<file path="config.mk">
export PLATFORM = sky130hd
export DESIGN_NAME = id_stage
export DESIGN_NICKNAME = d
export VERILOG_FILES = /design/src/rtl/id_stage.sv
export SDC_FILE = /design/constraint.sdc
export NUM_CORES = 1
export LEC_CHECK = 0
export CAP_MARGIN = 15
export CORE_MARGIN = 5
export CORE_UTILIZATION = 48
export DETAILED_ROUTE_END_ITERATION = 10
export PLACE_DENSITY = 0.87
export SLEW_MARGIN = 20
export SYNTH_ARGS = -nofsm -noshare
export SYNTH_HDL_FRONTEND = slang
export SYNTH_SLANG_ARGS = --single-unit
</file>
<file path="constraint.sdc">
create_clock -name clk -period 7.3 [get_ports clk]
set_input_delay 1.46 -clock clk [delete_from_list [all_inputs] [get_ports clk]]
set_output_delay 1.46 -clock clk [all_outputs]
set_load 0.005 [all_outputs]
</file>
<file path="src/rtl/id_stage.sv">
`default_nettype none
// ============================================================================
// Module : id_stage
// MIPS32 decode stage: decode, EX/MEM forwarding, load-use stall, BEQ/BNE
// resolution in ID, and the ID/EX pipeline register.
// Rev    : 1.0
// ============================================================================
module id_stage (
    input  logic        clk,
    input  logic        rst,
    input  logic [31:0] if_pc,
    input  logic [31:0] if_inst,
    input  logic        if_valid,
    output logic        re_1,
    output logic [4:0]  raddr_1,
    input  logic [31:0] rdata_1,
    output logic        re_2,
    output logic [4:0]  raddr_2,
    input  logic [31:0] rdata_2,
    input  logic        ex_we,
    input  logic [4:0]  ex_waddr,
    input  logic [31:0] ex_wdata,
    input  logic        ex_is_load,
    input  logic        mem_we,
    input  logic [4:0]  mem_waddr,
    input  logic [31:0] mem_wdata,
    input  logic        stall_in,
    output logic        stall_req,
    output logic        branch_taken,
    output logic [31:0] branch_target,
    output logic        idex_valid,
    output logic [3:0]  idex_aluop,
    output logic [31:0] idex_opnd1,
    output logic [31:0] idex_opnd2,
    output logic [31:0] idex_store_data,
    output logic [4:0]  idex_waddr,
    output logic        idex_we,
    output logic        idex_mem_rd,
    output logic        idex_mem_wr
);

    localparam logic [5:0] OP_SPECIAL = 6'b000000;
    localparam logic [5:0] OP_BEQ     = 6'b000100;
    localparam logic [5:0] OP_BNE     = 6'b000101;
    localparam logic [5:0] OP_ADDIU   = 6'b001001;
    localparam logic [5:0] OP_ANDI    = 6'b001100;
    localparam logic [5:0] OP_ORI     = 6'b001101;
    localparam logic [5:0] OP_LUI     = 6'b001111;
    localparam logic [5:0] OP_LW      = 6'b100011;
    localparam logic [5:0] OP_SW      = 6'b101011;

    localparam logic [5:0] FN_ADDU = 6'b100001;
    localparam logic [5:0] FN_SUBU = 6'b100011;
    localparam logic [5:0] FN_AND  = 6'b100100;
    localparam logic [5:0] FN_OR   = 6'b100101;
    localparam logic [5:0] FN_XOR  = 6'b100110;
    localparam logic [5:0] FN_SLT  = 6'b101010;

    localparam logic [3:0] ALU_NOP = 4'd0;
    localparam logic [3:0] ALU_ADD = 4'd1;
    localparam logic [3:0] ALU_SUB = 4'd2;
    localparam logic [3:0] ALU_AND = 4'd3;
    localparam logic [3:0] ALU_OR  = 4'd4;
    localparam logic [3:0] ALU_XOR = 4'd5;
    localparam logic [3:0] ALU_SLT = 4'd6;

    localparam logic [1:0] SRC2_REG  = 2'd0;
    localparam logic [1:0] SRC2_ZEXT = 2'd1;
    localparam logic [1:0] SRC2_SEXT = 2'd2;
    localparam logic [1:0] SRC2_LUI  = 2'd3;

    logic [5:0]  opcode;
    logic [5:0]  funct;
    logic [4:0]  rs;
    logic [4:0]  rt;
    logic [4:0]  rd;
    logic [15:0] imm;
    logic [31:0] imm_sext;

    assign opcode   = if_inst[31:26];
    assign rs       = if_inst[25:21];
    assign rt       = if_inst[20:16];
    assign rd       = if_inst[15:11];
    assign funct    = if_inst[5:0];
    assign imm      = if_inst[15:0];
    assign imm_sext = {{16{imm[15]}}, imm};

    logic [3:0] dec_aluop;
    logic [1:0] dec_src2;
    logic       dec_use_rs;
    logic       dec_use_rt;
    logic       dec_we;
    logic       dec_dest_rd;
    logic       dec_mem_rd;
    logic       dec_mem_wr;
    logic       dec_beq;
    logic       dec_bne;

    always_comb begin
        dec_aluop   = ALU_NOP;
        dec_src2    = SRC2_REG;
        dec_use_rs  = 1'b0;
        dec_use_rt  = 1'b0;
        dec_we      = 1'b0;
        dec_dest_rd = 1'b0;
        dec_mem_rd  = 1'b0;
        dec_mem_wr  = 1'b0;
        dec_beq     = 1'b0;
        dec_bne     = 1'b0;
        case (opcode)
            OP_SPECIAL: begin
                case (funct)
                    FN_ADDU: dec_aluop = ALU_ADD;
                    FN_SUBU: dec_aluop = ALU_SUB;
                    FN_AND:  dec_aluop = ALU_AND;
                    FN_OR:   dec_aluop = ALU_OR;
                    FN_XOR:  dec_aluop = ALU_XOR;
                    FN_SLT:  dec_aluop = ALU_SLT;
                    default: dec_aluop = ALU_NOP;
                endcase
                // Unknown SPECIAL functs stay a pure NOP with no register reads.
                if (dec_aluop != ALU_NOP) begin
                    dec_use_rs  = 1'b1;
                    dec_use_rt  = 1'b1;
                    dec_we      = 1'b1;
                    dec_dest_rd = 1'b1;
                end
            end
            OP_ORI: begin
                dec_aluop  = ALU_OR;
                dec_src2   = SRC2_ZEXT;
                dec_use_rs = 1'b1;
                dec_we     = 1'b1;
            end
            OP_ANDI: begin
                dec_aluop  = ALU_AND;
                dec_src2   = SRC2_ZEXT;
                dec_use_rs = 1'b1;
                dec_we     = 1'b1;
            end
            OP_ADDIU: begin
                dec_aluop  = ALU_ADD;
                dec_src2   = SRC2_SEXT;
                dec_use_rs = 1'b1;
                dec_we     = 1'b1;
            end
            OP_LUI: begin
                dec_aluop = ALU_OR;
                dec_src2  = SRC2_LUI;
                dec_we    = 1'b1;
            end
            OP_LW: begin
                dec_aluop  = ALU_ADD;
                dec_src2   = SRC2_SEXT;
                dec_use_rs = 1'b1;
                dec_we     = 1'b1;
                dec_mem_rd = 1'b1;
            end
            OP_SW: begin
                dec_aluop  = ALU_ADD;
                dec_src2   = SRC2_SEXT;
                dec_use_rs = 1'b1;
                dec_use_rt = 1'b1;
                dec_mem_wr = 1'b1;
            end
            OP_BEQ: begin
                dec_use_rs = 1'b1;
                dec_use_rt = 1'b1;
                dec_beq    = 1'b1;
            end
            OP_BNE: begin
                dec_use_rs = 1'b1;
                dec_use_rt = 1'b1;
                dec_bne    = 1'b1;
            end
            default: ;
        endcase
    end

    assign re_1    = if_valid & dec_use_rs;
    assign re_2    = if_valid & dec_use_rt;
    assign raddr_1 = rs;
    assign raddr_2 = rt;

    // The younger producer (EX) takes precedence over MEM.
    function automatic logic [31:0] fwd_operand(
        input logic        en,
        input logic [4:0]  addr,
        input logic [31:0] regval,
        input logic        fe_we,
        input logic [4:0]  fe_addr,
        input logic [31:0] fe_data,
        input logic        fm_we,
        input logic [4:0]  fm_addr,
        input logic [31:0] fm_data
    );
        if (!en || addr == 5'd0)               return 32'd0;
        else if (fe_we && fe_addr == addr)     return fe_data;
        else if (fm_we && fm_addr == addr)     return fm_data;
        else                                   return regval;
    endfunction

    logic [31:0] opnd_a;
    logic [31:0] opnd_b;

    assign opnd_a = fwd_operand(re_1, rs, rdata_1, ex_we, ex_waddr, ex_wdata,
                                mem_we, mem_waddr, mem_wdata);
    assign opnd_b = fwd_operand(re_2, rt, rdata_2, ex_we, ex_waddr, ex_wdata,
                                mem_we, mem_waddr, mem_wdata);

    logic hazard;

    assign hazard = if_valid & ex_is_load & ex_we & (ex_waddr != 5'd0)
                  & ((re_1 & (rs == ex_waddr)) | (re_2 & (rt == ex_waddr)));

    assign stall_req     = hazard | stall_in;
    assign branch_taken  = if_valid & ~stall_req
                         & ((dec_beq & (opnd_a == opnd_b)) | (dec_bne & (opnd_a != opnd_b)));
    assign branch_target = if_pc + 32'd4 + {imm_sext[29:0], 2'b00};

    logic [31:0] nxt_opnd2;
    logic [31:0] nxt_store_data;
    logic [4:0]  nxt_waddr;

    always_comb begin
        case (dec_src2)
            SRC2_ZEXT: nxt_opnd2 = {16'h0000, imm};
            SRC2_SEXT: nxt_opnd2 = imm_sext;
            SRC2_LUI:  nxt_opnd2 = {imm, 16'h0000};
            default:   nxt_opnd2 = opnd_b;
        endcase
    end

    // Branches carry their compared operands into ID/EX for visibility only.
    assign nxt_store_data = dec_mem_wr ? opnd_b : 32'd0;
    assign nxt_waddr      = dec_we ? (dec_dest_rd ? rd : rt) : 5'd0;

    always_ff @(posedge clk or negedge rst) begin
        if (!rst) begin
            idex_valid      <= 1'b0;
            idex_aluop      <= ALU_NOP;
            idex_opnd1      <= 32'd0;
            idex_opnd2      <= 32'd0;
            idex_store_data <= 32'd0;
            idex_waddr      <= 5'd0;
            idex_we         <= 1'b0;
            idex_mem_rd     <= 1'b0;
            idex_mem_wr     <= 1'b0;
        end else if (stall_in) begin
            idex_valid      <= idex_valid;
        end else if (hazard || !if_valid) begin
            idex_valid      <= 1'b0;
            idex_aluop      <= ALU_NOP;
            idex_opnd1      <= 32'd0;
            idex_opnd2      <= 32'd0;
            idex_store_data <= 32'd0;
            idex_waddr      <= 5'd0;
            idex_we         <= 1'b0;
            idex_mem_rd     <= 1'b0;
            idex_mem_wr     <= 1'b0;
        end else begin
            idex_valid      <= 1'b1;
            idex_aluop      <= dec_aluop;
            idex_opnd1      <= opnd_a;
            idex_opnd2      <= nxt_opnd2;
            idex_store_data <= nxt_store_data;
            idex_waddr      <= nxt_waddr;
            idex_we         <= dec_we;
            idex_mem_rd     <= dec_mem_rd;
            idex_mem_wr     <= dec_mem_wr;
        end
    end

endmodule
`default_nettype wire

</file>
Word-level counts from Yosys, hierarchy flattened
Index checks and enable logic that the tools add are counted.
- bits in registers: 109
- input port bits: 209
- logic and storage cells: 105
- add/subtract/negate cells: 2
- equality and inequality tests: 25
- multiplexer cells: 32
- bitwise gates (word level): 16
- reduce and logical (&&, ||, !) cells: 21
- operators by type and width (kind ; number):
    two-way mux 32 bit ; 10
    one-hot mux 32 bit (3 select lines) ; 1
    equality test 6 bit, second input constant ; 8
    adder 32 x 3 -> 32 bit, second input constant ; 1
    adder 32 bit ; 1
    equality test 32 bit ; 1
    != test 32 bit ; 1
    equality test 5 bit ; 6
    equality test 6 x 4 -> 1 bit, second input constant ; 4
    one-hot mux 3 bit (6 select lines) ; 1
    one-hot mux 4 bit (4 select lines) ; 1
    two-way mux 5 bit ; 3
    AND 1 bit ; 12
    equality test 6 x 3 -> 1 bit, second input constant ; 2
    logical NOT 5 bit ; 2
    two-way mux 1 bit ; 10
    two-way mux 4 bit ; 2
    OR reduction 7 bit ; 1
    logical NOT 6 bit ; 1
    one-hot mux 1 bit (2 select lines) ; 3
    one-hot mux 2 bit (3 select lines) ; 1
    OR reduction 3 bit ; 2
    nonzero test 5 bit ; 1
    OR reduction 5 bit ; 1
    other kinds (9) ; 20

Longest topological paths before layout
Gate-level depths: netlist of the first run.
- word-level depth: 14
- depth in mapped cells: 15
- depth with buffers taken out: 15

Worst setup path after synthesis of the first run
No wires, ideal clock.
- path kind: input -> output
- start point: input port if_inst[0]
- end point: output port branch_target[31]
- data arrival time: 4439 ps
- setup slack: 1401 ps
- stages on the path: 15
- path buffers: 0
- path through: inv_1 -> ha_1 -> inv_1 -> ha_1 -> fa_1 -> a211oi_1 -> nor2_1 -> o21ai_0 -> o21ai_0 -> a31o_2 -> o41ai_1 -> o21ai_0 -> o21ai_0 -> a21oi_1 -> a31oi_1
- word-level cells in the longest chain between the ends: 1
- ends and longest elaborated chain (element ; RTL line ; source):
    from (decl) ; 12 ; input logic [31:0] if_inst,
    adder 32 bit ; 219 ; assign branch_target = if_pc + 32'd4 + {imm_sext[29:0], 2'b00};
    to (decl) ; 30 ; output logic [31:0] branch_target,
Every way passes these cells.

Final worst setup path of the first run
- start point: input port if_inst[21]
- end point: output port branch_taken
- word-level cells in the longest chain between the ends: 9
- elaborated cells between the ends (all ways): 22
- those cells by class: 5 x eq/ne; 3 x mux; 10 x bitwise; 4 x reduce/logical
- ends and longest elaborated chain (element ; RTL line ; source):
    equality test 5 bit ; 199 ; else if (fm_we && fm_addr == addr) return fm_data;
    logical AND 1 bit ; 199 ;
    two-way mux 32 bit ; 199 ;
    two-way mux 32 bit ; 198 ; else if (fe_we && fe_addr == addr) return fe_data;
    two-way mux 32 bit ; 197 ; if (!en || addr == 5'd0) return 32'd0;
    equality test 32 bit / != test 32 bit (equally long branches) ; 218 ; & ((dec_beq & (opnd_a == opnd_b)) | (dec_bne & (opnd_a != opnd_b)));
    AND 1 bit ; 218 ;
    bitwise OR 1 bit ; 218 ;
    AND 1 bit (*) ; 218 ;
    to (decl) ; 29 ; output logic branch_taken,
Mark *: on every way between the ends. The rest lies on a longest branch, timed or not.

==> metrics.cfg, run 1 <==
[logic_synthesis]
syn_area_per_cell_um2 = 8.27
synth_ff_type = dfrtp_1
yosysSeqAreaShare = 0.296
synthMuxAreaShare = 0.0268
synth_top_family_by_area = compound AO/OA/AOI/OAI gates
yosysUniqueCellTypes = 71
yosys.area_share.simple = 0.195
synth_edf_count = 0
synth_compound_area_frac = 0.286
ys_ff_latch = 108
yosysWarnings = 0
yosysTopAreaCellShare = 0.296
synth_fa_ha_area_frac = 0.0813
synth_xor_area_frac = 0.0601
synth_area_um2 = 9140
synthArstFlopShare = 1.00
netlist_instances = 1106
syn_nets = 1373
yosysTopAreaCell = dfrtp_1
ys_top_cells_by_area = dfrtp_1, ha_1, o21ai_0, nand2_1, a21oi_1

[clocking]
root_buffer = clkbuf_16
cts.htree.levels = 3
cts.sinks = 108
clock_path_buffers = 2
cts_buffers = 9
cts_tree = yes
clk_latency_ps = 360
cts-hold-fix-buffers = 0
clkTransAtPathRegs_ps = 80

[timing]
worst_pin_slew_ps = 1100
whs_ps = 484
setup_violations = 0
fin_tns_setup_ps = 0
drv_slew = 0
finalClockSkew_ps = 0
fmax_ghz = 0.140
setup_ws_ps = 139
hold_viol_final = 0
relSlewSlack = 0.263
period_needed_ps = 7160
fin_crit_sh = 0.981

[critical_path]
crit_arrival_ps = 5700
crit_top_cell = clkdlybuf4s50_1
worst-setup-path-type = input pin to output pin
crit_path_top_delay_cell = clkdlybuf4s50_1
endpoint_kind = output pin
critPathMaxFanout = 18
r2r_setup_slack_ps = 6510
path_cells = clkdlybuf4s50_1 -> xor2_1 -> nor3b_1 -> nand2_2 -> a32oi_1 -> a211o_1 -> nand4b_1 -> nor4_1 -> nand4_1 -> o31a_1 -> o211a_1 -> clkdlybuf4s50_1
worst-path-buf-inv = 2
reg2reg_to = idex_opnd2[21]$_DFFE_PN0N_
cp-start-kind = input pin
crit_start = if_inst[21]
crit_cells = 12
cp_top_family = simple AND/OR/NAND/NOR gates
slowest_delay_ps = 760
required_ps = 5840
endpoint = branch_taken
r2r_start = idex_opnd2[21]$_DFFE_PN0N_
reg2reg_depth = 1

[drt]
first_iter_violations = 1155
drtPass1Iterations = 6
vias = 10618
routed_via_density = 6.37
drc_errors = 0
wl_um = 39300
wl_per_cell_um = 23.6
final_antenna_net_count = 0

[status]
status = finished clean

[power_and_ir_drop]
power.internal_w = 0.00120
clockPowerShare = 0.286
powerDensity_nw_per_um2 = 135
pwr-share-comb = 0.372
p_seq_frac = 0.341
p_leak_nw = 5.26
p_sw_frac = 0.333
switching_power_w = 0.000599
ir_drop_mv = 0.118

[floorplan]
initial_utilization = 0.489
die_h_um = 148
die_width_um = 148
boundaryPins = 364
row_count = 50
design.core.area_um2 = 18700
die_area_um2 = 21900

[global_routing]
globalRouteOverflowTotal = 0
first_global_vias = 10126
antenna_found_initial = 0
use_met1 = 0.434
gr-max-usage-layer = met2
grt_max_degree = 64
track_usage = 0.334
use_met2 = 0.538
use_met3 = 0.0769
grt_pass1_wl_um = 57700

[placement]
dp_slack_ps = 190
finalWeightedCongestion = 0.962
dp_cells = 1643
hpwlAfterDp_um = 30400
io_buffers = 358

[layout]
layout_commonest_cell = clkdlybuf4s50_1
antenna_cells = 0
most-common-layout-cells = clkdlybuf4s50_1, nand2_1, o21ai_0
fin_util = 0.710
drive_above_1_share = 0.0817
final_nets = 1694
final_cells = 1666
syn2layout_area_growth_pct = 45.3

[job]
cap_viol_max_count = 0

[min_path]
hold_path.class = register to register

-- synth_stat cells, types with 11 or more instances --
cell,instances
xnor2_1,31
o21ai_0,129
nand4_1,30
a22o_1,16
a22oi_1,18
a31oi_1,17
nand3_1,15
ha_1,57
nand2_1,166
a211oi_1,13
nor2b_1,36
a32o_1,24
buf_2,11
clkbuf_1,58
dfrtp_1,108
mux2_2,20
nor3_1,11
nor2_1,52
o211ai_1,35
inv_1,15
buf_4,14
a21oi_1,63
xor2_1,28
a32oi_1,17
-- metal layers --
metal / wire [µm] / vias to the layer above
li1: - / 4751
met1: 15100 / 5011
met2: 18000 / 720
met3: 4250 / 136
met4: 1950 / 0
met5: 0 / -
-- tightest hold or removal path, cell delays in order, from the launching register on --
cell and delay, ps:
dfrtp_1 350, nand2_1 50, nand2_1 50
-- through the flow --
stage                     power (W)  area (µm²)
after floorplan            0.000925        9140
after global placement      0.00127       12800
after detailed placement    0.00127       12800
after CTS                   0.00178       13200
after global routing        0.00187       13300
final                       0.00180       13300
-- cells by family after synthesis --
family / after synthesis
xor gates and xnor gates: 61
adders and majority gates: 59
AOI/OAI and AO/OA: 386
other: 1
DFF: 108
buffers and inverters: 104
muxes: 22
and+or+nand+nor: 365
-- power groups by stage --
stage	registers, W	logic [W]	clock network (W)
3_5_place_dp	0.000625	0.000650	0
4_1_cts	0.000613	0.000654	0.000517
6_report	0.000613	0.000669	0.000514
5_1_grt	0.000614	0.000715	0.000537
2_1_floorplan	0.000625	0.000300	0
3_3_place_gp	0.000624	0.000641	0
-- final cells by class --
class / instances / area (µm²)
multi-input cells: 896 / 6030
flip-flops and latches: 108 / 2700
clock inverters: 7 / 88.8
fillers: 1506 / 5430
well taps: 234 / 293
clock buffers: 9 / 225
repair buffers: 397 / 3880
inverters: 15 / 56.3
-- sequential cells by signal, indices dropped and copies added, names as in the netlist --
signal           flops
idex_waddr           5
idex_aluop           3
idex_store_data     32
idex_opnd2          32
idex_we              1
idex_mem_wr          1
idex_valid           1
idex_opnd1          32
idex_mem_rd          1
-- worst min path at each step --
stage	from	end	slack, ps	depth (start not counted)
2_1_floorplan	idex_mem_wr$_DFFE_PN0N_	idex_mem_wr$_DFFE_PN0N_	470	2
4_1_cts	idex_valid$_DFFE_PN0N_	idex_valid$_DFFE_PN0N_	490	2
3_5_place_dp	idex_valid$_DFFE_PN0N_	idex_valid$_DFFE_PN0N_	470	2
3_3_place_gp	idex_mem_wr$_DFFE_PN0N_	idex_mem_wr$_DFFE_PN0N_	460	2
6_report	idex_valid$_DFFE_PN0N_	idex_valid$_DFFE_PN0N_	480	2
5_1_grt	idex_opnd1[3]$_DFFE_PN0N_	idex_opnd1[3]$_DFFE_PN0N_	510	1
-- timing repair --
item | in CTS | in global routing
gates resized for setup | 0 | 9
buffers inserted | 0 | 5
setup endpoints to repair | 0 | 3
Power figures use the tool's default switching activity.
==> run 2: changes to the inputs <==
CORE_AREA = 5 5 137 139   (was default)
CORE_MARGIN = default   (was 5)
CORE_UTILIZATION = default   (was 48)
DIE_AREA = 0 0 142 144   (was default)
DONT_BUFFER_PORTS = 1   (was default)
PLACE_DENSITY = 0.74   (was 0.87)
==> run 2 against run 1 <==
Sequential share of layout area up 8.4 points. Core utilization fell by 17 points. Largest cell class unchanged. Clock power fell by 7.2%. Die area fell by 6.6%. Worst hold slack better by 31 ps. Maximum frequency up 5.6%. Design area fell by 29%.
==> metrics.cfg, run 2 (synthesis results as in run 1) <==
[layout]
top_regs = idex_opnd1 (32), idex_opnd2 (32), idex_store_data (32)
layout_commonest_cell = nand2_1
final_nets = 1309
drive_above_1_share = 0.0746
antenna_cells = 0
final_cells = 1275
most-common-layout-cells = nand2_1, o21ai_0, dfrtp_1
syn2layout_area_growth_pct = 2.72

[critical_path]
r2r_setup_slack_ps = 6510
worst-setup-path-type = input pin to output pin
cp-start-kind = input pin
crit_arrival_ps = 5320
crit_top_cell = nor4_1
critPathMaxFanout = 17
required_ps = 5840
slowest_delay_ps = 790
endpoint_kind = output pin
path_cells = xor2_1 -> nor3_1 -> nor3b_4 -> buf_4 -> a32o_1 -> a211oi_1 -> nand4b_1 -> nor4_1 -> nand4_1 -> nor4_1 -> o211a_1
crit_path_top_delay_cell = nor3b_4

[global_routing]
antenna_found_initial = 0
grt_max_degree = 110
track_usage = 0.318
grt_pass1_wl_um = 50500
globalRouteOverflowTotal = 0
first_global_vias = 8343

[floorplan]
initial_utilization = 0.521
die_width_um = 142
row_count = 49
design.core.area_um2 = 17500
die_area_um2 = 20400
boundaryPins = 364
die_h_um = 144

[timing]
setup_ws_ps = 519
worst_pin_slew_ps = 1090
relSlewSlack = 0.274
fin_tns_setup_ps = 0
period_needed_ps = 6780
setup_violations = 0
whs_ps = 514
hold_viol_final = 0
drv_slew = 0
rsz0062_at_grt = false
fmax_ghz = 0.147
fin_crit_sh = 0.929
finalClockSkew_ps = 0

[power_and_ir_drop]
pwr-share-comb = 0.254
p_leak_nw = 3.75
powerDensity_nw_per_um2 = 156
p_seq_frac = 0.421
power.internal_w = 0.000996
switching_power_w = 0.000470
ir_drop_mv = 0.0893
p_sw_frac = 0.320
clockPowerShare = 0.325

[clocking]
clkTransAtPathRegs_ps = 80
post_cts.repair.setup_buffers = 0
cts.htree.levels = 3
clock_path_buffers = 2
cts_buffers = 9
root_buffer = clkbuf_16
clk_latency_ps = 350
ctsResizeCount = 0
cts_tree = yes
cts.sinks = 108
cts-hold-fix-buffers = 0

[placement]
hpwlAfterDp_um = 26500
dp_cells = 1260
dp_slack_ps = 736
io_buffers = 0
finalWeightedCongestion = 0.914

[drt]
wl_per_cell_um = 27.0
vias = 8873
routed_via_density = 6.96
drtPass1Iterations = 8
wl_um = 34400
final_antenna_net_count = 0
first_iter_violations = 799
drc_errors = 0

[status]
status = finished clean

[min_path]
hold_path.class = register to register

[job]
cap_viol_max_count = 0

run 2: cell count changes in the layout (fill, tap and decap cells not counted), moves of 2 or more:
| cell | change |
|---|---|
| buf_4 | -26 |
| clkdlybuf4s50_1 | -356 |
| a32oi_2 | -4 |
| a32oi_1 | +4 |
| clkinv_8 | -3 |
| o21a_2 | -2 |
run 2: power groups by stage:
stage / clock [W] / combinational, W / sequential [W]
after floorplan: 0 / 0.000300 / 0.000625
after global placement: 0 / 0.000360 / 0.000629
after detailed placement: 0 / 0.000364 / 0.000629
after CTS: 0.000485 / 0.000367 / 0.000617
after global routing: 0.000508 / 0.000407 / 0.000618
final: 0.000477 / 0.000372 / 0.000617
run 2: final timing paths:
kind,start,end,cells past startpoint
max,ex_waddr[3],branch_taken,11
min,idex_opnd1[6]$_DFFE_PN0N_,idex_opnd1[6]$_DFFE_PN0N_,2
max in group asynchronous,rst,idex_opnd2[17]$_DFFE_PN0N_,0
max reg2reg,idex_opnd2[16]$_DFFE_PN0N_,idex_opnd2[16]$_DFFE_PN0N_,1
min reg2reg,idex_opnd1[6]$_DFFE_PN0N_,idex_opnd1[6]$_DFFE_PN0N_,2
min in group asynchronous,rst,idex_opnd1[6]$_DFFE_PN0N_,0
run 2: area by class of cell:
cell class / count / area (µm²)
fill: 1696 / 8140
multi-input combinational: 894 / 5960
clock inverter: 4 / 33.8
timing repair buffer: 14 / 105
sequential: 108 / 2700
tap: 229 / 287
inverter: 15 / 56.3
clock buffer: 11 / 243
run 2: stage by stage:
stage / cell area [µm²] / utilization / power [W]
floorplan: 9140 / - / 0.000925
global placement: 9110 / 0.519 / 0.000989
detailed placement: 9110 / 0.519 / 0.000993
CTS: 9390 / 0.535 / 0.00147
global route: 9390 / 0.536 / 0.00153
finish: 9390 / 0.536 / 0.00147
run 2: routing by layer:
metal,up-vias,share of wire,GRT usage,wire (µm)
li1,3978,-,-,-
met1,4180,0.37,0.389,12800
met2,627,0.47,0.521,16200
met3,88,0.12,0.107,4040
met4,0,0.039,0.118,1340
met5,-,0,0,0
run 2: worst max-delay path, delay by kind of cell:
kind	cells	cell delay (ps)
and+or+nand+nor	6	2750
xor gates and xnor gates	1	140
buffers and inverters	1	370
AOI/OAI and AO/OA	3	590
==> run 3: changes to the inputs <==
ABC_CLOCK_PERIOD_IN_PS = 7300   (was default)
CTS_CLUSTER_DIAMETER = 40   (was default)
SKIP_CTS_REPAIR_TIMING = 1   (was default)
==> results of run 3 <==
Final layout, timing and power as in run 2 (identical DEF).
